==> src/rtl/noc_pkg.sv <==
// Shared definitions for the mesh NoC traffic endpoints (generator and collector).
// Holds the single-flit packet layout, the ID widths derived from the mesh
// dimension, the generator FSM state encoding and a helper that assembles a flit.
package noc_pkg;

  localparam int DATA_W = 32;
  localparam int DIM    = 4;
  localparam int ID_W   = (DIM - 1) * 2;
  localparam int TS_W   = 10;
  localparam int PID_W  = 10;

  // Flit field positions, MSB to LSB: timestamp, destination, packet ID, source.
  localparam int TS_MSB  = 31;
  localparam int TS_LSB  = 22;
  localparam int DST_MSB = 21;
  localparam int DST_LSB = 16;
  localparam int PID_MSB = 15;
  localparam int PID_LSB = 6;
  localparam int SRC_MSB = 5;
  localparam int SRC_LSB = 0;

  typedef enum logic [1:0] {
    GEN_IDLE = 2'd0,
    GEN_REQ  = 2'd1,
    GEN_GAP  = 2'd2
  } gen_state_e;

  // Assemble one flit from its fields; bits outside the fields stay zero.
  function automatic logic [DATA_W-1:0] packFlit(
    input logic [TS_W-1:0]  ts,
    input logic [ID_W-1:0]  dst,
    input logic [PID_W-1:0] pid,
    input logic [ID_W-1:0]  src
  );
    logic [DATA_W-1:0] flit;
    flit                   = '0;
    flit[TS_MSB:TS_LSB]    = ts;
    flit[DST_MSB:DST_LSB]  = dst;
    flit[PID_MSB:PID_LSB]  = pid;
    flit[SRC_MSB:SRC_LSB]  = src;
    return flit;
  endfunction

endpackage

==> src/rtl/noc_lfsr16.sv <==
// 16-bit Fibonacci LFSR (taps 16,14,13,11) used as a cheap pseudo-random source
// by NoC traffic generators.
// Ports:
//   clk_i    clock
//   rst_ni   asynchronous active-low reset, loads Seed
//   en_i     advance one step per clock when high
//   state_o  current 16-bit register contents
module noc_lfsr16 #(
  parameter logic [15:0] Seed = 16'hACE1
) (
  input  logic        clk_i,
  input  logic        rst_ni,
  input  logic        en_i,
  output logic [15:0] state_o
);

  logic [15:0] state_q;
  logic [15:0] state_d;
  logic        feedback;

  // Right-shifting form: tap n of the polynomial sits at bit (16 - n).
  always_comb begin
    feedback = state_q[0] ^ state_q[2] ^ state_q[3] ^ state_q[5];
    state_d  = en_i ? {feedback, state_q[15:1]} : state_q;
  end

  always_ff @(posedge clk_i or negedge rst_ni) begin
    if (!rst_ni) begin
      state_q <= Seed;
    end else begin
      state_q <= state_d;
    end
  end

  assign state_o = state_q;

endmodule

==> src/rtl/packet_generator_local.sv <==
// Traffic source for one router's Local input port. Builds single-flit packets
// and pushes them into the router with a Req/Gnt handshake, throttled by an
// LFSR-driven injection gate and an optional packet budget.
// Ports:
//   clk        clock
//   reset      asynchronous active-low reset
//   Enable     allow new packets to start
//   PacketOut  flit presented to the router (held while ReqDnStr is high)
//   ReqDnStr   request to the router
//   GntDnStr   grant from the router
//   DnStrFull  router Local input buffer full (only blocks new starts)
//   Done       packet budget exhausted, sticky until reset
//   SentCount  number of granted packets
module packet_generator_local
  import noc_pkg::*;
#(
  parameter logic [5:0]  routerID   = 6'b000_000,
  parameter int          dataWidth  = 32,
  parameter int          dim        = 4,
  parameter logic [5:0]  DestID     = 6'b000_001,
  parameter bit          RandDest   = 1'b0,
  parameter logic [7:0]  InjRate    = 8'd255,
  parameter int          MaxPackets = 100,
  parameter logic [15:0] LfsrSeed   = 16'hACE1
) (
  input  logic                 clk,
  input  logic                 reset,
  input  logic                 Enable,
  output logic [dataWidth-1:0] PacketOut,
  output logic                 ReqDnStr,
  input  logic                 GntDnStr,
  input  logic                 DnStrFull,
  output logic                 Done,
  output logic [31:0]          SentCount
);

  localparam int         IdW     = (dim - 1) * 2;
  localparam logic [31:0] MaxPkts = 32'(MaxPackets);

  gen_state_e           state_q;
  logic [dataWidth-1:0] packet_q;
  logic                 req_q;
  logic                 done_q;
  logic [31:0]          sentCnt_q;
  logic [PID_W-1:0]     pktId_q;
  logic [31:0]          cycleCnt_q;

  logic [15:0]          lfsr;
  logic [dataWidth-1:0] flit_d;
  logic [IdW-1:0]       destSel;
  logic                 gateOpen;
  logic                 startPkt;
  logic                 budgetHit;
  logic                 unusedBits;

  noc_lfsr16 #(
    .Seed(LfsrSeed)
  ) u_lfsr (
    .clk_i  (clk),
    .rst_ni (reset),
    .en_i   (1'b1),
    .state_o(lfsr)
  );

  // Injection gate, destination choice and the flit that would be launched
  // this cycle. A random destination equal to our own node is bumped by one
  // so the generator never addresses itself.
  always_comb begin
    gateOpen = (lfsr[7:0] < InjRate) || (InjRate == 8'd255);
    destSel  = DestID[IdW-1:0];
    if (RandDest) begin
      destSel = lfsr[8 +: IdW];
      if (lfsr[8 +: IdW] == routerID[IdW-1:0]) begin
        destSel = routerID[IdW-1:0] + IdW'(1);
      end
    end
    flit_d    = packFlit(cycleCnt_q[TS_W-1:0], destSel, pktId_q, routerID[IdW-1:0]);
    startPkt  = Enable && !done_q && !DnStrFull && gateOpen;
    budgetHit = (MaxPackets != 0) && ((sentCnt_q + 32'd1) == MaxPkts);
  end

  // Only the low timestamp bits and the low 14 LFSR bits feed any field.
  assign unusedBits = ^{lfsr[15:14], cycleCnt_q[31:TS_W]};

  // Injection FSM with registered outputs. While in REQ the flit and request
  // are frozen regardless of DnStrFull or Enable; GAP inserts one dead cycle
  // so requests are at least two cycles apart.
  always_ff @(posedge clk or negedge reset) begin
    if (!reset) begin
      state_q    <= GEN_IDLE;
      packet_q   <= '0;
      req_q      <= 1'b0;
      done_q     <= 1'b0;
      sentCnt_q  <= '0;
      pktId_q    <= '0;
      cycleCnt_q <= '0;
    end else begin
      cycleCnt_q <= cycleCnt_q + 32'd1;
      case (state_q)
        GEN_IDLE: begin
          req_q <= 1'b0;
          if (startPkt) begin
            packet_q <= flit_d;
            req_q    <= 1'b1;
            state_q  <= GEN_REQ;
          end
        end
        GEN_REQ: begin
          if (GntDnStr) begin
            req_q     <= 1'b0;
            pktId_q   <= pktId_q + PID_W'(1);
            sentCnt_q <= sentCnt_q + 32'd1;
            if (budgetHit) begin
              done_q <= 1'b1;
            end
            state_q   <= GEN_GAP;
          end
        end
        GEN_GAP: begin
          state_q <= GEN_IDLE;
        end
        default: begin
          state_q <= GEN_IDLE;
        end
      endcase
    end
  end

  assign PacketOut = packet_q;
  assign ReqDnStr  = req_q;
  assign Done      = done_q;
  assign SentCount = sentCnt_q;

endmodule
==> config.mk <==
export PLATFORM = sky130hd
export DESIGN_NAME = packet_generator_local
export DESIGN_NICKNAME = d
export VERILOG_FILES = /design/src/rtl/noc_pkg.sv /design/src/rtl/noc_lfsr16.sv /design/src/rtl/packet_generator_local.sv
export SDC_FILE = /design/constraint.sdc
export NUM_CORES = 1
export LEC_CHECK = 0
export ABC_AREA = 1
export BUFFER_PORTS_ARGS = -buffer_cell sky130_fd_sc_hd__buf_2
export CAP_MARGIN = 0
export CORE_MARGIN = 2
export CORE_UTILIZATION = 35
export DETAILED_ROUTE_END_ITERATION = 10
export GPL_TIMING_DRIVEN = 1
export PLACE_DENSITY = 0.5
export SETUP_SLACK_MARGIN = 0.5
export SLEW_MARGIN = 5
export SYNTH_ARGS = -nofsm -noshare
export SYNTH_HDL_FRONTEND = slang
export SYNTH_SLANG_ARGS = --single-unit
==> constraint.sdc <==
create_clock -name clk -period 3.1 [get_ports clk]
set_input_delay 0 -clock clk [delete_from_list [all_inputs] [get_ports clk]]
set_output_delay 0 -clock clk [all_outputs]
set_load 0.03 [all_outputs]
Word level (Yosys, flattened, before mapping)
Cells that the tools add are included.
Widths: inputs -> output; s select.
- logic and storage cells: 31
- register bits: 99
- reduce and logical (&&, ||, !) cells: 11
- equal/unequal tests: 4
- add/subtract/negate cells: 3
- muxes and demuxes: 6
- operators by type and width (operator ; count):
    $add 32x1->32 const B ; 2
    $eq 32x7->1 const B ; 1
    $add 10x1->10 const B ; 1
    $reduce_and 2->1 ; 4
    $mux 2 ; 2
    $ne 2x2->1 const B ; 2
    $pmux 2 s2 ; 1
    $reduce_and 3->1 ; 1
    $eq 2x1->1 const B ; 1
    $logic_and 1x1->1 ; 2
    $logic_not 1->1 ; 2
    $logic_not 2->1 ; 1
    $mux 1 ; 2
    $pmux 1 s2 ; 1
    $reduce_bool 2->1 ; 1

Logic depth before layout (Yosys ltp)
- word-level depth: 5
- gate-level depth with buffers: 13
- depth with buffers taken out: 13

Worst setup path after synthesis
Ideal clock, no wire load.
- path kind: reg-to-reg
- start point: register sentCnt_q[1] (netlist: SentCount[1])
- end point: register done_q (netlist: Done)
- stages on the path, launching flop included: 12
- data arrival time: 1.733 ns
- path buffers: 0
- slack: 1.301 ns
- period minus slack after synthesis: 1.799 ns
- cells stage by stage: dfrtp_1 > ha_1 > inv_1 > nor2_4 > nand2_2 > o21ai_0 > nand3_1 > nor2_1 > nand2_1 > nor2_1 > nand3_1 > nand2_1
- cells in the longest elaborated chain, start to end: 3
- RTL lines (what ; RTL line ; RTL):
    from (decl) ; packet_generator_local.sv:44 ; logic [31:0] sentCnt_q;
    from (signal assigned) ; packet_generator_local.sv:112 ; sentCnt_q <= sentCnt_q + 32'd1;
    $add 32x1->32 ; packet_generator_local.sv:79 ; budgetHit = (MaxPackets != 0) && ((sentCnt_q + 32'd1) == MaxPkts);
    $eq 32x7->1 ; packet_generator_local.sv:79 ;
    $reduce_and 3->1 (no line) ; n/a ;
    to (signal assigned) ; packet_generator_local.sv:93 ; done_q <= 1'b0;
    to (signal assigned) ; packet_generator_local.sv:114 ; done_q <= 1'b1;
    to (decl) ; packet_generator_local.sv:43 ; logic done_q;
No other way between the ends.
A chain may end at the register's enable or synchronous reset.

Worst setup path in the final report
Same ends and word-level chain as after synthesis.

==> results.cfg <==
[sta]
setup_ws_ns = 1.12
final_hold_viol_count = 0
setup_viol = 0
slew_headroom = 0.327
whs_ns = 0.172
rsz0062_at_grt = false
worst_slew_pin_slew_ns = 1.01
max_freq_ghz = 0.504
tns_ns = 0
fin_crit_sh = 0.640
fin_crit_ns = 1.98
skew_ns = 0.00661
drv_slew = 0

[critical_path]
cp_max_fo = 5
crit_end = Done
required_ns = 3.39
cp-start-kind = flop
worstReg2RegStart = SentCount[1]
worstSetupPathType = flop to flop
end_kind = flop
rr_worst_depth = 13
ff2ff_setup_slack_ns = 1.12
worstPathArrival_ns = 2.27
cp-startpoint = SentCount[1]
r2r_end = Done

[clock_network]
htree_levels = 3
clk_path_buf_depth = 2
cts_root_buf = clkbuf_16
clkTransAtPathRegs_ns = 0.06
cts.sinks = 77
numCtsBuffers = 9
worstSkewPairLatency_ns = 0.34
cts_tree = yes
cts_resized = 0

[synthesis]
synth_cells = 526
ys_seq_area_frac = 0.471
ys_warn_count = 0
synth-seq-cells = 77
synth_cell_types = 28
synth-edff-count = 0
dominantRegCellSynth = dfrtp_1
syn_avg_cell_area_um2 = 7.78
syn-cell-area_um2 = 4090
async_reset_ff_frac = 1.00

[detailed_routing]
ant_nets = 0
vias = 3461
drt_first_pass_iters = 4
vias_per_cell = 4.69
routed_wl_mm = 10.0
drc = 0
wl_per_cell_um = 13.6
drt_iter0_markers = 199

[cells_and_area]
area_growth_pct = 18.0
antenna_cells = 0
utilization = 0.423
fill_cells = 1201
drive_gt1_frac = 0.171
final_cells = 738
final_area_um2 = 4830
fin_nets = 598

[global_routing]
grt_overflow = 0
grt_antenna_before_repair = 0
grt_pass1_wl_mm = 17.0
grt_pass1_vias = 3350
grt_max_degree = 78
track_usage = 0.171

[placed_design]
pre_cts_ws_ns = 1.12
gp_congestion = 0.841
dpl.cell_count = 720
dp_hpwl_mm = 7.24
port_buffers = 59
post_dp_cell_area_um2 = 4510

[power]
p_total_mw = 2.36
peakVddDrop_mv = 0.213
p_leak_nw = 2.50
powerDensity_nw_per_um2 = 488

[floorplanning]
dieHeight_um = 112
dieArea_um2 = 12600
rows = 39
ios = 71
die_w_um = 112
initial_core_util = 0.359
core_area_um2 = 11400

[run]
drv_cap = 0

[min_path]
hp-class = primary input to flop

[run_status]
status = finished, final reports clean
## per-layer routing
| metal | vias to the layer above | global-route usage | wire (µm) |
|---|---|---|---|
| li1 | 1746 | - | - |
| met1 | 1623 | 0.237 | 4850 |
| met2 | 76 | 0.263 | 4560 |
| met3 | 16 | 0.0308 | 385 |
| met4 | 0 | 0.0740 | 245 |
| met5 | - | 0 | 0 |
## cell families (layout without fill, tap and decap cells)
family                     Yosys count  in the layout  synth area share
buffers and inverters               77            136            0.0807
and+or+nand+nor                    293            293             0.317
other                                1             11          0.000916
muxes                                6              6            0.0165
adders and majority gates            3              3           0.00917
AOI/OAI and AO/OA                   48             48            0.0605
xor gates and xnor gates            21             21            0.0449
DFF                                 77             77             0.471
## what timing repair did
action	CTS	global route
hold buffers	2	0
endpoints found under the hold margin	78	0
buffers inserted	0	0
## worst min path at each step
| stage | start | cells past startpoint | to |
|---|---|---|---|
| after CTS | Enable | 4 | PacketOut[16] |
| after floorplan | reset | 0 | Done |
| after detailed placement | reset | 1 | SentCount[21] |
| final | Enable | 4 | PacketOut[16] |
| after global placement | GntDnStr | 2 | state_q[0] |
| after global routing | Enable | 4 | PacketOut[16] |
## final cells by class
| class | count | area, µm² | share of cell area |
|---|---|---|---|
| clock buffer | 9 | 225 | 0.0466 |
| clock inverter | 7 | 73.8 | 0.0153 |
| inverter | 56 | 210 | 0.0435 |
| multi-input combinational | 382 | 1870 | 0.388 |
| sequential | 77 | 1930 | 0.399 |
| tap | 143 | 179 | 0.0370 |
| timing repair buffer | 64 | 340 | 0.0705 |
## critical path, cell delays in order (launching register included)
cell and delay (ns):
dfrtp_1 0.40, ha_1 0.21, inv_1 0.09, nor2_4 0.19
nand2_2 0.10, nor2_4 0.23, nand2_1 0.07, nand2_1 0.08
nand2_1 0.05, nor2_1 0.14, nand2_1 0.11, nor2_1 0.12
nand3_1 0.07, nand2_1 0.06
## synthesized netlist by cell type, types with 2 or more instances
| master | count | area [µm²] |
|---|---|---|
| nand3b_1 | 7 | 52.6 |
| xor2_1 | 20 | 175 |
| ha_1 | 3 | 37.5 |
| o21ai_0 | 45 | 225 |
| buf_4 | 11 | 82.6 |
| nor3_1 | 6 | 30.0 |
| dfrtp_1 | 77 | 1930 |
| nand3_1 | 26 | 130 |
| inv_1 | 55 | 206 |
| o21bai_1 | 2 | 15.0 |
| nor2_1 | 52 | 195 |
| nand2_1 | 180 | 676 |
| nand2_2 | 5 | 31.3 |
| clkbuf_1 | 10 | 37.5 |
| nor2_8 | 2 | 40.0 |
| mux2_2 | 6 | 67.6 |
| nor2_4 | 7 | 78.8 |
| nand4_1 | 2 | 12.5 |
## registers in the layout (all words and copies together) (netlist names)
register,cells
SentCount,32
PacketOut,21
cycleCnt_q,10
ReqDnStr,1
state_q,2
Done,1
pktId_q,10
## where the power goes
group,total [mW],switching [mW],internal (mW)
logic,0.215,0.163,0.0525
registers,1.07,0.0341,1.03
clock network,1.07,0.446,0.628
total,2.36,0.643,1.71
## placed cells by master, fill, tap and decap left out, types with 3 or more instances in the layout
master     synthesis  routed
buf_2              0      58
buf_4             11       4
clkbuf_16          0       9
conb_1             1      11
dfrtp_1           77      77
ha_1               3       3
inv_1             55      55
mux2_2             6       6
nand2_1          180     180
nand2_2            5       5
nand3_1           26      26
nand3b_1           7       7
nor2_1            52      52
nor2_4             7       7
nor3_1             6       6
o21ai_0           45      45
xor2_1            20      20
Power figures use the tool's default switching activity.
